## src/rtl/mem_arb_pkg.sv

```systemverilog
// Shared definitions for the unified-memory arbiter and the IF stage.
package mem_arb_pkg;

    typedef enum logic [1:0] {
        OWN_NONE = 2'd0,
        OWN_IF   = 2'd1,
        OWN_D    = 2'd2
    } own_t;

    // addi x0,x0,0; the IF stage issues it while a fetch is stalled or killed.
    localparam logic [31:0] NOP = 32'h0000_0013;

endpackage

```

## src/rtl/arb_starve_ctr.sv

```systemverilog
// Saturating count of data grants taken while a fetch was waiting.
module arb_starve_ctr #(
    parameter int STARVE_MAX = 4
) (
    input  logic clk,
    input  logic rst_,
    input  logic inc,
    input  logic clr,
    output logic force_if
);

    localparam logic [3:0] CNT_MAX = 4'(STARVE_MAX);

    logic [3:0] cnt;

    always_ff @(posedge clk or negedge rst_) begin
        if (!rst_)
            cnt <= 4'd0;
        else if (clr)
            cnt <= 4'd0;
        else if (inc && cnt < CNT_MAX)
            cnt <= cnt + 4'd1;
    end

    assign force_if = (cnt >= CNT_MAX);

endmodule

```

## src/rtl/mem_arbiter.sv

```systemverilog
// Arbitrates one single-port, 1-cycle-latency memory between fetch and data
// ports; data wins unless fetch has been starved STARVE_MAX times in a row.
module mem_arbiter
    import mem_arb_pkg::*;
#(
    parameter int ADDR_W     = 10,
    parameter int STARVE_MAX = 4
) (
    input  logic              clk,
    input  logic              rst_,
    input  logic              flush,
    input  logic              if_req,
    input  logic [31:0]       if_addr,
    output logic              if_gnt,
    output logic              if_valid,
    output logic [31:0]       if_rdata,
    input  logic              d_req,
    input  logic              d_we,
    input  logic [3:0]        d_wstrb,
    input  logic [31:0]       d_addr,
    input  logic [31:0]       d_wdata,
    output logic              d_gnt,
    output logic              d_valid,
    output logic [31:0]       d_rdata,
    output logic              mem_req,
    output logic              mem_we,
    output logic [3:0]        mem_wstrb,
    output logic [ADDR_W-1:0] mem_addr,
    output logic [31:0]       mem_wdata,
    input  logic [31:0]       mem_rdata
);

    logic force_if;
    logic if_ok;
    own_t resp_own;
    logic resp_we;

    // Grants are held low while reset is asserted so every output reads 0.
    assign if_ok  = rst_ & if_req & ~flush;
    assign if_gnt = if_ok & (~d_req | force_if);
    assign d_gnt  = rst_ & d_req & ~(if_ok & force_if);

    arb_starve_ctr #(.STARVE_MAX(STARVE_MAX)) u_starve (
        .clk      (clk),
        .rst_     (rst_),
        .inc      (d_gnt & if_req & ~flush),
        .clr      (if_gnt | ~if_req),
        .force_if (force_if)
    );

    always_comb begin
        mem_req   = d_gnt | if_gnt;
        mem_we    = 1'b0;
        mem_wstrb = 4'b0;
        mem_addr  = '0;
        mem_wdata = 32'b0;
        if (d_gnt) begin
            mem_we    = d_we;
            mem_wstrb = d_we ? d_wstrb : 4'b0;
            mem_addr  = d_addr[ADDR_W+1:2];
            mem_wdata = d_wdata;
        end else if (if_gnt) begin
            mem_addr  = if_addr[ADDR_W+1:2];
        end
    end

    always_ff @(posedge clk or negedge rst_) begin
        if (!rst_) begin
            resp_own <= OWN_NONE;
            resp_we  <= 1'b0;
        end else begin
            resp_own <= d_gnt ? OWN_D : (if_gnt ? OWN_IF : OWN_NONE);
            resp_we  <= d_gnt & d_we;
        end
    end

    // A flush in the response cycle only squashes the fetch valid.
    assign if_valid = (resp_own == OWN_IF) & ~flush;
    assign if_rdata = (resp_own == OWN_IF) ? mem_rdata : 32'b0;
    assign d_valid  = (resp_own == OWN_D);
    assign d_rdata  = (resp_own == OWN_D && !resp_we) ? mem_rdata : 32'b0;

    // Byte-offset and wrap-around address bits are intentionally dropped.
    logic unused_addr_bits;
    assign unused_addr_bits = ^{if_addr[31:ADDR_W+2], if_addr[1:0],
                                d_addr[31:ADDR_W+2], d_addr[1:0]};

endmodule

```

## config.mk

```make
export PLATFORM = sky130hd
export DESIGN_NAME = mem_arbiter
export DESIGN_NICKNAME = d
export VERILOG_FILES = /design/src/rtl/mem_arb_pkg.sv /design/src/rtl/arb_starve_ctr.sv /design/src/rtl/mem_arbiter.sv
export SDC_FILE = /design/constraint.sdc
export NUM_CORES = 1
export LEC_CHECK = 0
export ABC_CLOCK_PERIOD_IN_PS = 2270
export CELL_PAD_IN_SITES_DETAIL_PLACEMENT = 1
export CELL_PAD_IN_SITES_GLOBAL_PLACEMENT = 1
export CORE_ASPECT_RATIO = 1.1
export CORE_MARGIN = 2
export CORE_UTILIZATION = 10
export CTS_CLUSTER_DIAMETER = 200
export DETAILED_ROUTE_END_ITERATION = 8
export PLACE_DENSITY = 0.92
export SYNTH_ARGS = -nofsm -noshare
export SYNTH_HDL_FRONTEND = slang
export SYNTH_SLANG_ARGS = --single-unit
export TNS_END_PERCENT = 50
```

## constraint.sdc

```tcl
create_clock -name clk -period 2.27 [get_ports clk]
set_input_delay 0.5675 -clock clk [delete_from_list [all_inputs] [get_ports clk]]
set_output_delay 0.5675 -clock clk [all_outputs]
set_load 0.01 [all_outputs]
```

==> report_table.html, run 1 <==
<table>
<tr><th>Metric</th><th>Value</th></tr>
<tr><th colspan="2">Synth</th></tr>
<tr><td>Post-synthesis net count</td><td>298</td></tr>
<tr><td>Number of standard cells after synthesis</td><td>159</td></tr>
<tr><td>Syn. warnings</td><td>0</td></tr>
<tr><td>Number of flip-flops and latches in the synthesized netlist</td><td>7</td></tr>
<tr><td>Avg Synthesized Cell Area</td><td>7.271 sq um</td></tr>
<tr><td>Post-synth cell types</td><td>26</td></tr>
<tr><td>Synth top area cells</td><td>and2_1 52%, dfrtp_1 15%, a22o_1 7.6%, buf_6 2.9%, and3_1 2.2%</td></tr>
<tr><td>Top-area cell type share of the netlist area</td><td>52.49%</td></tr>
<tr><td>Cell accounting for the most synthesized area</td><td>and2_1</td></tr>
<tr><td>Sequential share of the synthesized area</td><td>15.15%</td></tr>
<tr><td>Cell Area, Synth</td><td>1156 sq um</td></tr>
<tr><th colspan="2">Detailed routing</th></tr>
<tr><td>Via total after detailed routing</td><td>2105</td></tr>
<tr><td>Routed Wire Length</td><td>8155 microns</td></tr>
<tr><td>First-pass iteration count of the detailed router</td><td>4</td></tr>
<tr><td>Initial drt markers</td><td>71</td></tr>
<tr><td>Avg WL per Cell</td><td>14.99 microns</td></tr>
<tr><td>DR DRC count</td><td>0</td></tr>
<tr><td>Vias per cell</td><td>3.869</td></tr>
<tr><td>ANT nets after route</td><td>0</td></tr>
<tr><th colspan="2">Die</th></tr>
<tr><td>Core Rows</td><td>41</td></tr>
<tr><td>Floorplan die area</td><td>12440 sq um</td></tr>
<tr><td>Die height</td><td>116.8 microns</td></tr>
<tr><td>Horizontal die dimension</td><td>106.5 microns</td></tr>
<tr><td>Starting Density</td><td>10.15%</td></tr>
<tr><td>Std-Cell Core Area</td><td>11390 sq um</td></tr>
<tr><td>I/O Pins</td><td>254</td></tr>
<tr><th colspan="2">Cells and area</th></tr>
<tr><td>Fill count</td><td>1336</td></tr>
<tr><td>Leading cell types in the layout, fill and taps excluded</td><td>97 x clkdlybuf4s50_1, 86 x and2_1, 43 x dlygate4sd2_1, 33 x buf_2, 26 x buf_6</td></tr>
<tr><td>Leading cell type in the layout, fill and taps excluded</td><td>clkdlybuf4s50_1</td></tr>
<tr><td>Number of nets in the final layout</td><td>534</td></tr>
<tr><td>Synth-to-Final Area Change</td><td>226.8%</td></tr>
<tr><td>Count of inserted antenna diode cells</td><td>0</td></tr>
<tr><td>Proportion of layout cells with a drive suffix above 1</td><td>29.44%</td></tr>
<tr><th colspan="2">Timing</th></tr>
<tr><td>Time the final worst path needs with I/O delays and setup</td><td>2.269 ns</td></tr>
<tr><td>RSZ-0062 raised after global routing</td><td>true</td></tr>
<tr><td>Setup skew after layout</td><td>0.002809 ns</td></tr>
<tr><td>Slew margin rel.</td><td>75.30%</td></tr>
<tr><td>Max Transition Viols Final</td><td>0</td></tr>
<tr><td>Setup TNS</td><td>0 ns</td></tr>
<tr><td>Total setup violations reported at the end of the flow</td><td>0</td></tr>
<tr><td>Final Hold Violating Endpoints</td><td>0</td></tr>
<tr><td>Slew at the pin with the worst max-slew slack</td><td>0.3667 ns</td></tr>
<tr><td>Maximum clock frequency</td><td>0.4408 GHz</td></tr>
<tr><td>Final worst-path cycle share</td><td>99.95%</td></tr>
<tr><th colspan="2">Power</th></tr>
<tr><td>Maximum VDD drop</td><td>0.1870 mV</td></tr>
<tr><td>Power density over the cells</td><td>243.3 nW/um^2</td></tr>
<tr><td>Leak</td><td>2.140 nW</td></tr>
<tr><td>Total power draw</td><td>0.9195 mW</td></tr>
<tr><th colspan="2">Place</th></tr>
<tr><td>Final Wtd Congestion</td><td>0.7463</td></tr>
<tr><td>Number of buffers added on ports</td><td>209</td></tr>
<tr><td>Detail Placement HPWL</td><td>6232 microns</td></tr>
<tr><th colspan="2">Clock tree</th></tr>
<tr><td>Root buf cell</td><td>clkbuf_16</td></tr>
<tr><td>Number of H-tree branching levels</td><td>1</td></tr>
<tr><td>Hold-fix buffers at CTS</td><td>0</td></tr>
<tr><td>Insertion delay to the later sink of the worst-skew pair</td><td>0.24 ns</td></tr>
<tr><td>Clock input transition at the sequential cells of the worst setup and hold paths</td><td>0.04 ns</td></tr>
<tr><td>Clock Sinks</td><td>7</td></tr>
<tr><td>Number of clock buffers inserted by TritonCTS</td><td>3</td></tr>
<tr><td>CTS tree</td><td>built</td></tr>
<tr><td>Maximum clock path buffer count</td><td>2</td></tr>
<tr><th colspan="2">Critical path</th></tr>
<tr><td>Top delay family on crit path</td><td>buffers and inverters</td></tr>
<tr><td>Sort of element at the start of the critical path</td><td>flip-flop</td></tr>
<tr><td>Count of cell instances traversed by the critical path</td><td>6</td></tr>
<tr><td>Number of buffers and inverters on the critical path</td><td>3</td></tr>
<tr><td>Worst Setup End Kind</td><td>primary output</td></tr>
<tr><td>Data arrival time of the critical path</td><td>1.70 ns</td></tr>
<tr><td>Category of the most critical setup path</td><td>flip-flop to primary output</td></tr>
<tr><td>Worst stage delay on the critical path</td><td>0.39 ns</td></tr>
<tr><td>R2R depth</td><td>6</td></tr>
<tr><td>Library cell contributing the largest single delay on the critical path</td><td>dfrtp_1</td></tr>
<tr><td>Critical path required time</td><td>1.70 ns</td></tr>
<tr><td>Worst Path Max Fanout</td><td>7</td></tr>
<tr><td>Worst path cell trace</td><td>or2_4 &gt; a21oi_4 &gt; buf_12 &gt; clkbuf_16 &gt; a22o_1 &gt; buf_2</td></tr>
<tr><th colspan="2">Global route</th></tr>
<tr><td>First-pass GRT wire length</td><td>11030 microns</td></tr>
<tr><td>Maximum number of pins on one net before global-route repair</td><td>23</td></tr>
<tr><td>Global Route Usage Sum</td><td>11.26%</td></tr>
<tr><td>Number of global-route vias before repair</td><td>2187</td></tr>
<tr><td>Initial antenna violation count</td><td>0</td></tr>
<tr><td>Leftover overflow at the end of global routing</td><td>0</td></tr>
<tr><th colspan="2">Job</th></tr>
<tr><td>Count of max-cap constraint violations</td><td>0</td></tr>
<tr><th colspan="2">Run status</th></tr>
<tr><td>Status</td><td>completed</td></tr>
<tr><th colspan="2">Worst hold path</th></tr>
<tr><td>Kind of path behind the tightest hold check</td><td>input pin to async pin</td></tr>
</table>
## final timing paths
kind                                        startpoint                           to  slack [ns]
setup / recovery           u_starve.cnt[3]$_DFFE_PN0P_                  mem_addr[3]       0.001
hold / removal                                    rst_  u_starve.cnt[3]$_DFFE_PN0P_        0.27
setup reg to reg           u_starve.cnt[3]$_DFFE_PN0P_            resp_we$_DFF_PN0_        0.75
hold reg to reg            u_starve.cnt[0]$_DFFE_PN0P_  u_starve.cnt[0]$_DFFE_PN0P_        0.57
max in group asynchronous                         rst_  u_starve.cnt[2]$_DFFE_PN0P_        1.86
min in group clk           u_starve.cnt[0]$_DFFE_PN0P_  u_starve.cnt[0]$_DFFE_PN0P_        0.57
## state kept, by name, summed over array words and instances, names as in the netlist
name	cells
resp_own	2
resp_we	1
u_starve.cnt	4
## synthesized netlist by cell type, drive strengths merged
master / instances
and2b: 2
and2: 97
and3: 4
and4b: 1
o21ai: 3
dfrtp: 7
inv: 1
a22o: 10
ha: 1
or2: 1
clkbuf: 6
or3: 1
nand3: 1
a31oi: 1
nand4b: 1
nor3b: 1
o211a: 1
nor2: 6
nand2: 1
buf: 6
nor2b: 3
nand3b: 1
a21oi: 3
## power breakdown
part / switching [mW] / internal, mW / total, mW
Combinational: 0.169 / 0.310 / 0.479
Sequential: 0.00169 / 0.128 / 0.130
Clock: 0.0789 / 0.232 / 0.311
## kinds of logic (layout without fill, tap and decap cells)
logic type,count (synthesis),in the layout,share of synthesized area [%]
buf+inv,13,248,6.492
flops,7,7,15.15
fa+ha+maj,1,1,1.082
compound gates,18,18,12.55
simple gates,120,120,64.72
## layer usage
| layer | vias to the layer above | track usage (%) | share of wire (%) |
|---|---|---|---|
| met5 | - | 0 | 0 |
| met4 | 0 | 3.290 | 2.3 |
| met3 | 17 | 2.769 | 10 |
| met2 | 155 | 25.64 | 57 |
| met1 | 949 | 9.155 | 30 |
| li1 | 984 | - | - |
## metrics by stage
stage,cell area [sq um],hold slack (ns),setup slack [ns],instances,utilization [%]
after floorplan,1156,0.2719,0.3961,159,-
after global placement,3510,0.5352,-0.6450,522,30.82
after detailed placement,3510,0.5533,-0.7024,522,30.82
after CTS,3485,0.4245,-0.08885,535,30.60
after global routing,3779,0.2823,-0.06242,544,33.18
final,3779,0.2738,0.001145,544,33.18
## area by class of cell
cell class | count | area, sq um | share of cell area [%]
clock buffer | 3 | 75.07 | 1.987
clock inverter | 1 | 5.005 | 0.1325
inverter | 1 | 3.754 | 0.09934
multi-input combinational | 139 | 985.9 | 26.09
sequential | 7 | 176.4 | 4.669
tap | 150 | 187.7 | 4.967
timing repair buffer | 243 | 2345 | 62.05
## repair_timing
action / CTS / global route
setup endpoints to repair: 113 / 69
setup buffers: 6 / 5
cloned: 3 / 5
pin swaps: 6 / 21
resized for setup: 259 / 64
Power figures use the tool's default switching activity.
==> inputs of run 2 (changes only) <==
--- a/config.mk
+++ b/config.mk
@@ -5,7 +5,7 @@
 export SDC_FILE = /design/constraint.sdc
 export NUM_CORES = 1
 export LEC_CHECK = 0
-export ABC_CLOCK_PERIOD_IN_PS = 2270
+export ABC_CLOCK_PERIOD_IN_PS = 2450
 export CELL_PAD_IN_SITES_DETAIL_PLACEMENT = 1
 export CELL_PAD_IN_SITES_GLOBAL_PLACEMENT = 1
 export CORE_ASPECT_RATIO = 1.1
@@ -13,6 +13,7 @@
 export CORE_UTILIZATION = 10
 export CTS_CLUSTER_DIAMETER = 200
 export DETAILED_ROUTE_END_ITERATION = 8
+export GPL_TIMING_DRIVEN = 0
 export PLACE_DENSITY = 0.92
 export SYNTH_ARGS = -nofsm -noshare
 export SYNTH_HDL_FRONTEND = slang
==> constraint.sdc (replaced) <==
create_clock -name clk -period 2.45 [get_ports clk]
set_input_delay 0.6125 -clock clk [delete_from_list [all_inputs] [get_ports clk]]
set_output_delay 0.6125 -clock clk [all_outputs]
set_load 0.01 [all_outputs]
==> report_table.html, run 2 (same netlist as run 1, synthesis figures left out) <==
<table>
<tr><th>Metric</th><th>Value</th></tr>
<tr><th colspan="2">Timing</th></tr>
<tr><td>Slew margin rel.</td><td>74.50% (was 75.30%)</td></tr>
<tr><td>Setup skew after layout</td><td>0.001318 ns (was 0.002809 ns)</td></tr>
<tr><td>Slew at the pin with the worst max-slew slack</td><td>0.3785 ns (was 0.3667 ns)</td></tr>
<tr><td>Final worst setup slack</td><td>0.01801 ns (was 0.001145 ns)</td></tr>
<tr><td>Final worst-path cycle share</td><td>99.26%</td></tr>
<tr><td>Max Transition Viols Final</td><td>0 (unchanged)</td></tr>
<tr><td>Maximum clock frequency</td><td>0.4112 GHz</td></tr>
<tr><td>RSZ-0062 raised after global routing</td><td>true (unchanged)</td></tr>
<tr><td>Final Hold Violating Endpoints</td><td>0 (unchanged)</td></tr>
<tr><td>Total setup violations reported at the end of the flow</td><td>0 (unchanged)</td></tr>
<tr><td>Time the final worst path needs with I/O delays and setup</td><td>2.432 ns</td></tr>
<tr><th colspan="2">Global route</th></tr>
<tr><td>Global Route Usage Sum</td><td>10.42% (was 11.26%)</td></tr>
<tr><td>First-pass GRT wire length</td><td>10310 microns (was 11030 microns)</td></tr>
<tr><td>Number of global-route vias before repair</td><td>2105 (was 2187)</td></tr>
<tr><td>Maximum number of pins on one net before global-route repair</td><td>13 (was 23)</td></tr>
<tr><td>Global routing met2 resource utilization</td><td>22.86% (was 25.64%)</td></tr>
<tr><td>Global-route layer with the greatest usage</td><td>met2 (unchanged)</td></tr>
<tr><td>GR Util met1</td><td>9.152% (was 9.155%)</td></tr>
<tr><td>Met3 Resource Use GR</td><td>2.602% (was 2.769%)</td></tr>
<tr><td>Leftover overflow at the end of global routing</td><td>0 (unchanged)</td></tr>
<tr><td>Initial antenna violation count</td><td>0 (unchanged)</td></tr>
<tr><th colspan="2">Cells and area</th></tr>
<tr><td>Regs by FF count</td><td>u_starve.cnt (4), resp_own (2), resp_we (1) (unchanged)</td></tr>
<tr><td>Flip-flop count of the largest register after layout</td><td>4 (unchanged)</td></tr>
<tr><td>Synth-to-Final Area Change</td><td>209.1% (was 226.8%)</td></tr>
<tr><td>Fill count</td><td>1353 (was 1336)</td></tr>
<tr><td>Proportion of layout cells with a drive suffix above 1</td><td>21.03% (was 29.44%)</td></tr>
<tr><td>Share of the core filled with cells in the final layout</td><td>31.38% (was 33.18%)</td></tr>
<tr><td>Register bank with the most flops</td><td>u_starve.cnt (unchanged)</td></tr>
<tr><td>Number of nets in the final layout</td><td>530 (was 534)</td></tr>
<tr><td>Leading cell type in the layout, fill and taps excluded</td><td>clkdlybuf4s50_1 (unchanged)</td></tr>
<tr><td>Leading cell types in the layout, fill and taps excluded</td><td>125 x clkdlybuf4s50_1, 96 x and2_1, 32 x buf_2, 28 x dlygate4sd2_1, 18 x buf_4 (was 97 x clkdlybuf4s50_1, 86 x and2_1, 43 x dlygate4sd2_1, 33 x buf_2, 26 x buf_6)</td></tr>
<tr><td>Count of inserted antenna diode cells</td><td>0 (unchanged)</td></tr>
<tr><th colspan="2">Clock tree</th></tr>
<tr><td>Number of H-tree branching levels</td><td>1 (unchanged)</td></tr>
<tr><td>Root buf cell</td><td>clkbuf_16 (unchanged)</td></tr>
<tr><td>Insertion delay to the later sink of the worst-skew pair</td><td>0.23 ns (was 0.24 ns)</td></tr>
<tr><td>Number of clock buffers inserted by TritonCTS</td><td>3 (unchanged)</td></tr>
<tr><td>Maximum clock path buffer count</td><td>2 (unchanged)</td></tr>
<tr><td>CTS tree</td><td>built (unchanged)</td></tr>
<tr><td>Clock Sinks</td><td>7 (unchanged)</td></tr>
<tr><td>Clock input transition at the sequential cells of the worst setup and hold paths</td><td>0.04 ns (about the same)</td></tr>
<tr><th colspan="2">Critical path</th></tr>
<tr><td>Library cell contributing the largest single delay on the critical path</td><td>and2b_4 (was dfrtp_1)</td></tr>
<tr><td>Data arrival time of the critical path</td><td>1.82 ns (was 1.70 ns)</td></tr>
<tr><td>R2R depth</td><td>5 (was 6)</td></tr>
<tr><td>Count of cell instances traversed by the critical path</td><td>9 (was 6)</td></tr>
<tr><td>Worst Path Max Fanout</td><td>10 (was 7)</td></tr>
<tr><td>Worst path most repeated cell</td><td>buf_6</td></tr>
<tr><td>Top delay family on crit path</td><td>buffers and inverters (unchanged)</td></tr>
<tr><td>Worst stage delay on the critical path</td><td>0.26 ns (was 0.39 ns)</td></tr>
<tr><td>Number of buffers and inverters on the critical path</td><td>6 (was 3)</td></tr>
<tr><td>Category of the most critical setup path</td><td>input pin to primary output (was flip-flop to primary output)</td></tr>
<tr><td>Startpoint of the worst setup timing path</td><td>flush (was u_starve.cnt[3]$_DFFE_PN0P_)</td></tr>
<tr><td>Launch instance of the worst register-to-register path</td><td>u_starve.cnt[2]$_DFFE_PN0P_ (was u_starve.cnt[3]$_DFFE_PN0P_)</td></tr>
<tr><td>Worst path cell trace</td><td>buf_6 &gt; and2b_4 &gt; a21oi_4 &gt; buf_6 &gt; buf_4 &gt; buf_4 &gt; buf_6 &gt; and2_1 &gt; buf_2 (was or2_4 &gt; a21oi_4 &gt; buf_12 &gt; clkbuf_16 &gt; a22o_1 &gt; buf_2)</td></tr>
<tr><td>Worst Setup End Kind</td><td>primary output (unchanged)</td></tr>
<tr><td>Sort of element at the start of the critical path</td><td>input pin (was flip-flop)</td></tr>
<tr><td>Critical path required time</td><td>1.84 ns (was 1.70 ns)</td></tr>
<tr><th colspan="2">Place</th></tr>
<tr><td>Detail Placement HPWL</td><td>6149 microns (was 6232 microns)</td></tr>
<tr><td>Final Wtd Congestion</td><td>0.7979 (was 0.7463)</td></tr>
<tr><td>Number of buffers added on ports</td><td>209 (unchanged)</td></tr>
<tr><td>Post-Place Worst Slack</td><td>-0.9840 ns (was -0.7024 ns)</td></tr>
<tr><th colspan="2">Power</th></tr>
<tr><td>Maximum VDD drop</td><td>0.1747 mV (was 0.1870 mV)</td></tr>
<tr><td>Power density over the cells</td><td>226.4 nW/um^2 (was 243.3 nW/um^2)</td></tr>
<tr><td>Leak</td><td>1.883 nW (was 2.140 nW)</td></tr>
<tr><th colspan="2">Detailed routing</th></tr>
<tr><td>Vias per cell</td><td>3.743 (was 3.869)</td></tr>
<tr><td>First-pass iteration count of the detailed router</td><td>3 (was 4)</td></tr>
<tr><td>DR DRC count</td><td>0 (unchanged)</td></tr>
<tr><td>Via total after detailed routing</td><td>2021 (was 2105)</td></tr>
<tr><td>Avg WL per Cell</td><td>13.23 microns (was 14.99 microns)</td></tr>
<tr><td>ANT nets after route</td><td>0 (unchanged)</td></tr>
<tr><td>Routed Wire Length</td><td>7143 microns (was 8155 microns)</td></tr>
<tr><td>Initial drt markers</td><td>36 (was 71)</td></tr>
<tr><th colspan="2">Worst hold path</th></tr>
<tr><td>Kind of path behind the tightest hold check</td><td>input pin to async pin (unchanged)</td></tr>
<tr><th colspan="2">Die</th></tr>
<tr><td>Die height</td><td>116.8 microns (unchanged)</td></tr>
<tr><td>Core Rows</td><td>41 (unchanged)</td></tr>
<tr><td>Horizontal die dimension</td><td>106.5 microns (unchanged)</td></tr>
<tr><td>Floorplan die area</td><td>12440 sq um (unchanged)</td></tr>
<tr><td>Std-Cell Core Area</td><td>11390 sq um (unchanged)</td></tr>
<tr><td>Starting Density</td><td>10.15% (unchanged)</td></tr>
<tr><td>I/O Pins</td><td>254 (unchanged)</td></tr>
<tr><th colspan="2">Job</th></tr>
<tr><td>Count of max-cap constraint violations</td><td>0 (unchanged)</td></tr>
<tr><th colspan="2">Run status</th></tr>
<tr><td>Status</td><td>completed (unchanged)</td></tr>
</table>
==> run 2: cell types whose count changed in the layout (fill, tap and decap cells not counted), sizes merged <==
| cell | change |
|---|---|
| buf | -18 |
| clkbuf | -2 |
| clkdlybuf4s15 | +7 |
| clkdlybuf4s50 | +28 |
| dlygate4sd2 | -15 |
| dlymetal6s2s | -4 |
==> run 2: final cells by class <==
class	instances	area [sq um]	area share, %
sequential	7	175.2	4.902
inverter	1	3.754	0.1050
tap	150	187.7	5.252
multi-input combinational	139	940.9	26.33
clock buffer	3	75.07	2.101
timing repair buffer	227	2073	58.02
clock inverter	1	5.005	0.1401
buffer	12	112.6	3.151
==> run 2: repair_timing <==
item                                    4_1_cts  5_1_grt
pin swaps                                     2        1
gates cloned                                  1        0
resized for setup                           204       35
endpoints found under the setup margin      111       72
hold buffers                                  0        0
setup buffers                                22        2
==> run 2: layer usage <==
layer | up-vias | part of all wire (%)
li1 | 975 | -
met1 | 888 | 31
met2 | 149 | 57
met3 | 9 | 11
met4 | 0 | 1.5
met5 | - | 0
==> run 2: path summary, 6_finish.rpt <==
path                                          endpoint  slack, ns
hold / removal             u_starve.cnt[3]$_DFFE_PN0P_       0.20
setup reg to reg                     resp_we$_DFF_PN0_       1.12
max in group asynchronous        resp_own[0]$_DFF_PN0_       2.10
setup / recovery                          mem_wdata[3]       0.02
min in group clk           u_starve.cnt[0]$_DFFE_PN0P_       0.57
hold reg to reg            u_starve.cnt[0]$_DFFE_PN0P_       0.57
==> run 2: worst reg2reg max path, stage by stage, from the launching register on <==
cell and delay [ns]:
dfrtp_1 0.37, or2_4 0.28, a21oi_4 0.23, buf_6 0.14, buf_6 0.10, and2_4 0.14
==> run 2: power breakdown <==
part	total [mW]	internal, mW	switching [mW]
sequential	0.121	0.119	0.00184
clock	0.282	0.214	0.0675
combinational	0.406	0.264	0.142
==> run 2: through the flow <==
step	area [sq um]	total power, mW	setup TNS [ns]	std cells	hold WS (ns)
global placement	3436	0.5297	-43.86	518	0.5352
global route	3573	0.8490	-0.6552	540	0.2117
finish	3573	0.8090	0	540	0.2043
detailed placement	3436	0.5411	-46.49	518	0.5708
floorplan	1156	0.2351	0	159	0.3169
CTS	3500	0.8131	-0.08830	538	0.2079
